<file path="src/rtl/scan_sequencer_4to16.sv">
// -----------------------------------------------------------------------------
// scan_sequencer_4to16
//   Walks the enabled channels of a 16-way decoder in ascending index order.
//   Each enabled channel is driven for D = max(dwell,1) cycles. Disabled
//   channels are skipped at no cycle cost. The scan runs either as a single
//   pass or continuously, until stop is asserted.
//
// Ports
//   clk       : single clock; all state updates on the rising edge
//   rst_n     : asynchronous active-low reset
//   start     : begin a scan (sampled in IDLE only)
//   stop      : abort a scan (sampled in SCAN only; takes priority)
//   one_shot  : 1 = single pass, 0 = continuous (sampled with start)
//   dwell     : cycles per channel; 0 behaves as 1 (sampled with start)
//   mask      : per-channel enable, bit i enables channel i (sampled with start)
//   sel_out   : channel index for the downstream 4-to-16 decoder
//   en_out    : decoder enable, high while a channel is being driven
//   busy      : high while scanning
//   done      : one-cycle pulse on completion, abort, or rejected start
//   wrap      : one-cycle pulse on the first cycle of every repeated pass
// -----------------------------------------------------------------------------
module scan_sequencer_4to16 #(
    parameter int DWELL_W = 8
) (
    input  logic               clk,
    input  logic               rst_n,
    input  logic               start,
    input  logic               stop,
    input  logic               one_shot,
    input  logic [DWELL_W-1:0] dwell,
    input  logic [15:0]        mask,
    output logic [3:0]         sel_out,
    output logic               en_out,
    output logic               busy,
    output logic               done,
    output logic               wrap
);

    typedef enum logic [0:0] {
        IDLE = 1'b0,
        SCAN = 1'b1
    } state_t;

    // Index of the lowest set bit; returns 0 for an all-zero vector.
    function automatic logic [3:0] lowest_set(input logic [15:0] m);
        logic [3:0] res;
        res = 4'd0;
        for (int i = 15; i >= 0; i--) begin
            if (m[i]) begin
                res = 4'(i);
            end else begin
                res = res;
            end
        end
        return res;
    endfunction

    // Counter reload value: D-1 where D = max(dwell,1).
    function automatic logic [DWELL_W-1:0] reload_val(input logic [DWELL_W-1:0] d);
        logic [DWELL_W-1:0] res;
        if (d == {DWELL_W{1'b0}}) begin
            res = {DWELL_W{1'b0}};
        end else begin
            res = d - DWELL_W'(1);
        end
        return res;
    endfunction

    state_t             state_r, state_s;
    logic [15:0]        mask_r, mask_s;
    logic [DWELL_W-1:0] reload_r, reload_s;
    logic               one_shot_r, one_shot_s;
    logic [DWELL_W-1:0] cnt_r, cnt_s;
    logic [3:0]         sel_r, sel_s;
    logic               en_r, en_s;
    logic               busy_r, busy_s;
    logic               done_r, done_s;
    logic               wrap_r, wrap_s;
    logic [15:0]        above_s;

    // Enabled channels strictly above the current one. For sel_r = 15 the
    // shifted term truncates to zero, so the expression yields an empty set.
    assign above_s = mask_r & ~((16'd2 << sel_r) - 16'd1);

    // Next-state and registered-output computation.
    always_comb begin
        state_s    = state_r;
        mask_s     = mask_r;
        reload_s   = reload_r;
        one_shot_s = one_shot_r;
        cnt_s      = cnt_r;
        sel_s      = sel_r;
        en_s       = en_r;
        busy_s     = busy_r;
        done_s     = 1'b0;
        wrap_s     = 1'b0;
        case (state_r)
            IDLE: begin
                en_s   = 1'b0;
                busy_s = 1'b0;
                if (start) begin
                    if (mask != 16'd0) begin
                        state_s    = SCAN;
                        mask_s     = mask;
                        reload_s   = reload_val(dwell);
                        one_shot_s = one_shot;
                        cnt_s      = reload_val(dwell);
                        sel_s      = lowest_set(mask);
                        en_s       = 1'b1;
                        busy_s     = 1'b1;
                    end else begin
                        // Nothing to scan: acknowledge and stay idle.
                        done_s = 1'b1;
                    end
                end else begin
                    state_s = IDLE;
                end
            end
            SCAN: begin
                if (stop) begin
                    // Abort wins over dwell expiry and wrap; sel holds.
                    state_s = IDLE;
                    en_s    = 1'b0;
                    busy_s  = 1'b0;
                    done_s  = 1'b1;
                end else if (cnt_r != {DWELL_W{1'b0}}) begin
                    cnt_s = cnt_r - DWELL_W'(1);
                end else if (above_s != 16'd0) begin
                    sel_s = lowest_set(above_s);
                    cnt_s = reload_r;
                end else if (one_shot_r) begin
                    state_s = IDLE;
                    en_s    = 1'b0;
                    busy_s  = 1'b0;
                    done_s  = 1'b1;
                end else begin
                    sel_s  = lowest_set(mask_r);
                    cnt_s  = reload_r;
                    wrap_s = 1'b1;
                end
            end
            default: begin
                state_s = IDLE;
                en_s    = 1'b0;
                busy_s  = 1'b0;
            end
        endcase
    end

    // State and output registers with asynchronous clear.
    always_ff @(posedge clk or negedge rst_n) begin
        if (!rst_n) begin
            state_r    <= IDLE;
            mask_r     <= 16'd0;
            reload_r   <= {DWELL_W{1'b0}};
            one_shot_r <= 1'b0;
            cnt_r      <= {DWELL_W{1'b0}};
            sel_r      <= 4'd0;
            en_r       <= 1'b0;
            busy_r     <= 1'b0;
            done_r     <= 1'b0;
            wrap_r     <= 1'b0;
        end else begin
            state_r    <= state_s;
            mask_r     <= mask_s;
            reload_r   <= reload_s;
            one_shot_r <= one_shot_s;
            cnt_r      <= cnt_s;
            sel_r      <= sel_s;
            en_r       <= en_s;
            busy_r     <= busy_s;
            done_r     <= done_s;
            wrap_r     <= wrap_s;
        end
    end

    assign sel_out = sel_r;
    assign en_out  = en_r;
    assign busy    = busy_r;
    assign done    = done_r;
    assign wrap    = wrap_r;

endmodule

</file>
<file path="config.mk">
export PLATFORM = sky130hd
export DESIGN_NAME = scan_sequencer_4to16
export DESIGN_NICKNAME = d
export VERILOG_FILES = /design/src/rtl/scan_sequencer_4to16.sv
export SDC_FILE = /design/constraint.sdc
export NUM_CORES = 1
export LEC_CHECK = 0
export ABC_AREA = 0
export CAP_MARGIN = 20
export CORE_ASPECT_RATIO = 0.8
export CORE_UTILIZATION = 30
export DETAILED_ROUTE_END_ITERATION = 16
export PLACE_DENSITY = 0.6
export SLEW_MARGIN = 0
export SYNTH_ARGS = -nofsm -noshare
export SYNTH_HDL_FRONTEND = slang
export SYNTH_SLANG_ARGS = --single-unit
</file>
<file path="constraint.sdc">
create_clock -name clk -period 8.3 [get_ports clk]
set_input_delay 1.66 -clock clk [delete_from_list [all_inputs] [get_ports clk]]
set_output_delay 1.66 -clock clk [all_outputs]
set_load 0.005 [all_outputs]
</file>
# After elaboration in Yosys (flattened, before gate mapping)
# Index checks and enable logic that the tools add are counted.
[word_totals]
register_bits = 41
out_inout_bits = 8
inputBits = 29
[op_classes]
n_addsub = 3
n_eq_ne = 9
n_mux = 86
shift = 1
n_reduce_logical = 8
n_bitwise = 3
[ops]
columns = ["op", "n"]
rows = [
  ["$mux W4", 54],
  ["$mux W8", 7],
  ["$reduce_bool A16 Y1", 2],
  ["$mux W1", 20],
  ["$and A16 B16 Y16", 1],
  ["$not A16 Y16", 1],
  ["$pmux W8 S2", 1],
  ["$shl A2 B4 Y16 const A", 1],
  ["$sub A16 B1 Y16 const B", 1],
  ["$sub A8 B1 Y8 const B", 2],
  ["$logic_not A8 Y1", 1],
  ["$ne A2 B2 Y1 const B", 4],
  ["$pmux W4 S2", 1],
  ["$reduce_bool A8 Y1", 1],
  ["$ne A3 B2 Y1 const B", 2],
  ["$ne A3 B3 Y1 const B", 2],
  ["$pmux W1 S2", 3],
  ["$reduce_and A3 Y1", 2],
  ["$reduce_and A5 Y1", 1],
  ["$ne A4 B2 Y1 const B", 1],
  ["$reduce_and A4 Y1", 1],
  ["$not A1 Y1", 1],
]

# Logic depth before layout (Yosys ltp)
[depth]
word_depth = 24
depth_mapped = 15
mapped_depth_nobuf = 10

# Worst setup path before layout
# OpenSTA, ideal clock, no wires.
[synth_timing]
path_kind = "input to register"
from = "input mask[8]"
to = "register mask_r[0]"
setup_slack_ps = 4894
path_buffers = 2
cell_stages = 6
arrival_time_ps = 3281
setup_time_ps = 125
cell_sequence = "nor4_1 -> and4_1 -> or3b_2 -> clkbuf_1 -> buf_2 -> mux2_2"
[synth_via]
elab_chain_len = 2
[synth_rtl]
columns = ["element", "line", "text"]
rows = [
  ["start: declaration", "31", "input logic [15:0] mask,"],
  ["$reduce_bool A16 Y1", "102", "if (mask != 16'd0) begin"],
  ["$reduce_and A3 Y1 (no line)", "n/a", ""],
  ["end signal: assignment", "165", "mask_r <= mask_s;"],
  ["end: declaration", "70", "logic [15:0] mask_r, mask_s;"],
]
# Every way passes these cells.
# A chain may end at the register's enable or synchronous reset.

# Final worst setup path
[layout_timing]
from = "input mask[7]"
to = "register cnt_r[3]"
[layout_via]
elab_chain_len = 3
[layout_rtl]
columns = ["element", "line", "text"]
rows = [
  ["$reduce_bool A16 Y1", "102", ""],
  ["$ne A2 B2 Y1 (no line)", "n/a", ""],
  ["$reduce_and A4 Y1 (no line)", "n/a", ""],
  ["end signal: assignment", "157", "cnt_r <= {DWELL_W{1'b0}};"],
  ["end signal: assignment", "168", "cnt_r <= cnt_s;"],
  ["end: declaration", "73", "logic [DWELL_W-1:0] cnt_r, cnt_s;"],
]
# Every way passes these cells.

==> impl_metrics.env <==
export IMPL_grt_pass1_wl_microns=13000
export IMPL_cts_htree_levels=2
export IMPL_startpoint_type="primary input"
export IMPL_drt_pass1_iterations=4
export IMPL_p_total_mw=1.07
export IMPL_hold_viol_final=0
export IMPL_ys_flop_type="dfrtp_1"
export IMPL_grt_pass1_vias=2436
export IMPL_status="completed"
export IMPL_max_freq_mhz=230
export IMPL_die_y_microns=91.6
export IMPL_final_common_cell="dfrtp_1"
export IMPL_fin_crit_ns=4.35
export IMPL_drc=0
export IMPL_clk_latency_ns=0.28
export IMPL_drv_slew=0
export IMPL_cp_end_kind="flop"
export IMPL_yosysTopAreaCell="dfrtp_1"
export IMPL_cts_resized=0
export IMPL_final_nets=398
export IMPL_setup_viol=0
export IMPL_yosys_area_top_type_share=0.341
export IMPL_die_area_sq_um=10400
export IMPL_detailroute_via_count=2674
export IMPL_start_util=0.311
export IMPL_root_buffer="clkbuf_16"
export IMPL_antenna_found_initial=0
export IMPL_gr_usage_all_layers=0.160
export IMPL_drt_initial_drc_count=211
export IMPL_die_w_microns=114
export IMPL_yosys_register_bits=41
export IMPL_clkSinkCount=41
export IMPL_coreArea_sq_um=9690
export IMPL_skew_ns=0.0105
export IMPL_max_vdd_ir_drop_mv=0.0921
export IMPL_drt_wl_total_microns=7950
export IMPL_power_density_nw_per_um2=298
export IMPL_num_rows=32
export IMPL_final_setup_tns_ns=0
export IMPL_post_route_period_util=0.524
export IMPL_cts_inserted_buffers=5
export IMPL_cp_arrival_ns=4.52
export IMPL_ys_async_sr_fraction=1.00
export IMPL_hold_buffers=0
export IMPL_leakagePower_nw=1.42
export IMPL_synth_area_per_cell_sq_um=8.88
export IMPL_synth_cell_types=66
export IMPL_cts_tree="done"
export IMPL_drive_above_1_share=0.128
export IMPL_seq_area_frac_synth=0.341
export IMPL_hp_class="reg2reg"
export IMPL_slew_headroom=0.478
export IMPL_crit_type="in2reg"
export IMPL_most_common_layout_cells="dfrtp_1 (41), clkdlybuf4s50_1 (35), nand2_1 (32)"
export IMPL_synth_nets=372
export IMPL_wl_per_cell_microns=15.8
export IMPL_grt_max_degree=42
export IMPL_clock_path_buffers=2
export IMPL_antenna_cells=0
export IMPL_clkTransAtPathRegs_ns=0.07
export IMPL_syn_area_sq_um=3010
export IMPL_required_ns=8.46
export IMPL_dp_hpwl_microns=5960
export IMPL_synth_edf_count=0
export IMPL_yosysWarnings=0
export IMPL_io_pins=37
export IMPL_worstMarginPinSlew_ns=0.778
export IMPL_grt_ovfl_total=0
export IMPL_ant_nets=0
export IMPL_cts_post_setup_buffers_inserted=0
export IMPL_syn_inst=339
export IMPL_cp_max_fo=39
export IMPL_gp_congestion=0.872
export IMPL_drt_vias_per_instance=5.33
export IMPL_max_cap_viol_count=0
export IMPL_port_buffers=36
export IMPL_syn_to_final_growth_pct=18.9
export IMPL_rsz0062_at_grt="no"
export IMPL_netlist_top_cells_area="dfrtp_1 (34%), mux2_2 (5.6%), o21ai_0 (5.0%)"
==> worst max-delay path, stage by stage <==
cell and delay (ns):
clkdlybuf4s50_1 0.49, nor4_1 0.52, and4_1 0.30, or3b_2 0.64, o21a_1 0.56, mux2_4 0.34
==> stage by stage <==
stage               utilization  hold WS, ns  instances  setup WS [ns]  instance area (sq um)
floorplan                     -        0.444        339           4.89                   3010
global placement          0.352        0.465        493           3.76                   3410
detailed placement        0.352        0.470        493           3.65                   3410
CTS                       0.368        0.485        501           3.94                   3560
global route              0.370        0.519        502           3.74                   3580
finish                    0.370        0.480        502           3.95                   3580
==> synth_stat cells (all sizes together), types with 3 or more instances <==
cell type,instances
dfrtp,41
a21o,5
nand3,7
buf,12
ha,4
a211oi,4
a21oi,18
xor2,4
xnor2,4
or3b,3
mux2,21
nor3,11
o21a,4
clkbuf,6
nor2,26
nand2,32
nor4,11
inv,17
and4,4
o31ai,7
o211ai,9
a31o,4
a22oi,3
o21ai,35
nand2b,6
==> flip-flops by register name, indices dropped and copies added, names as in the netlist <==
register and count:
done 1, busy 1, cnt_r 8, state_r 1, mask_r 16, reload_r 8
one_shot_r 1, wrap 1, sel_out 4
==> logic make-up after synthesis <==
| group | synth area share |
|---|---|
| AO/OA/AOI/OAI | 0.245 |
| XOR/XNOR | 0.0233 |
| adder cells (fa/ha/maj) | 0.0166 |
| buffers and inverters | 0.0623 |
| flip-flops | 0.341 |
| multiplexers | 0.0926 |
| AND/OR/NAND/NOR | 0.220 |
==> where the power goes <==
part	internal (mW)	total [mW]	switching [mW]
logic	0.249	0.493	0.245
clock network	0.112	0.192	0.0801
registers	0.256	0.380	0.124
total	0.617	1.07	0.449
==> worst paths after layout <==
path | startpoint | to | slack [ns] | depth (start not counted)
worst max-delay path | mask[7] | cnt_r[3] | 3.95 | 6
worst min-delay path | reload_r[0] | reload_r[0] | 0.48 | 1
worst max register to register | sel_out[3] | cnt_r[3] | 4.10 | 9
worst min register to register | reload_r[0] | reload_r[0] | 0.48 | 1
max in group asynchronous | rst_n | mask_r[3] | 6.68 | 2
min in group asynchronous | rst_n | cnt_r[5] | 1.19 | 1
==> metal layers <==
metal,global-route usage,vias to the layer above,part of all wire
met3,0.0304,5,0.053
li1,-,1317,-
met2,0.216,66,0.40
met5,0,-,0
met4,0.0335,0,0.0069
met1,0.256,1286,0.54
==> area by class of cell <==
class                      instances  area (sq um)
fill                            1020          6110
multi-input combinational        263          1800
sequential                        41          1030
timing repair buffer              37           375
tap                              136           170
clock buffer                       5           125
inverter                          17          63.8
clock inverter                     3          22.5
(Power assumes the default switching activity.)
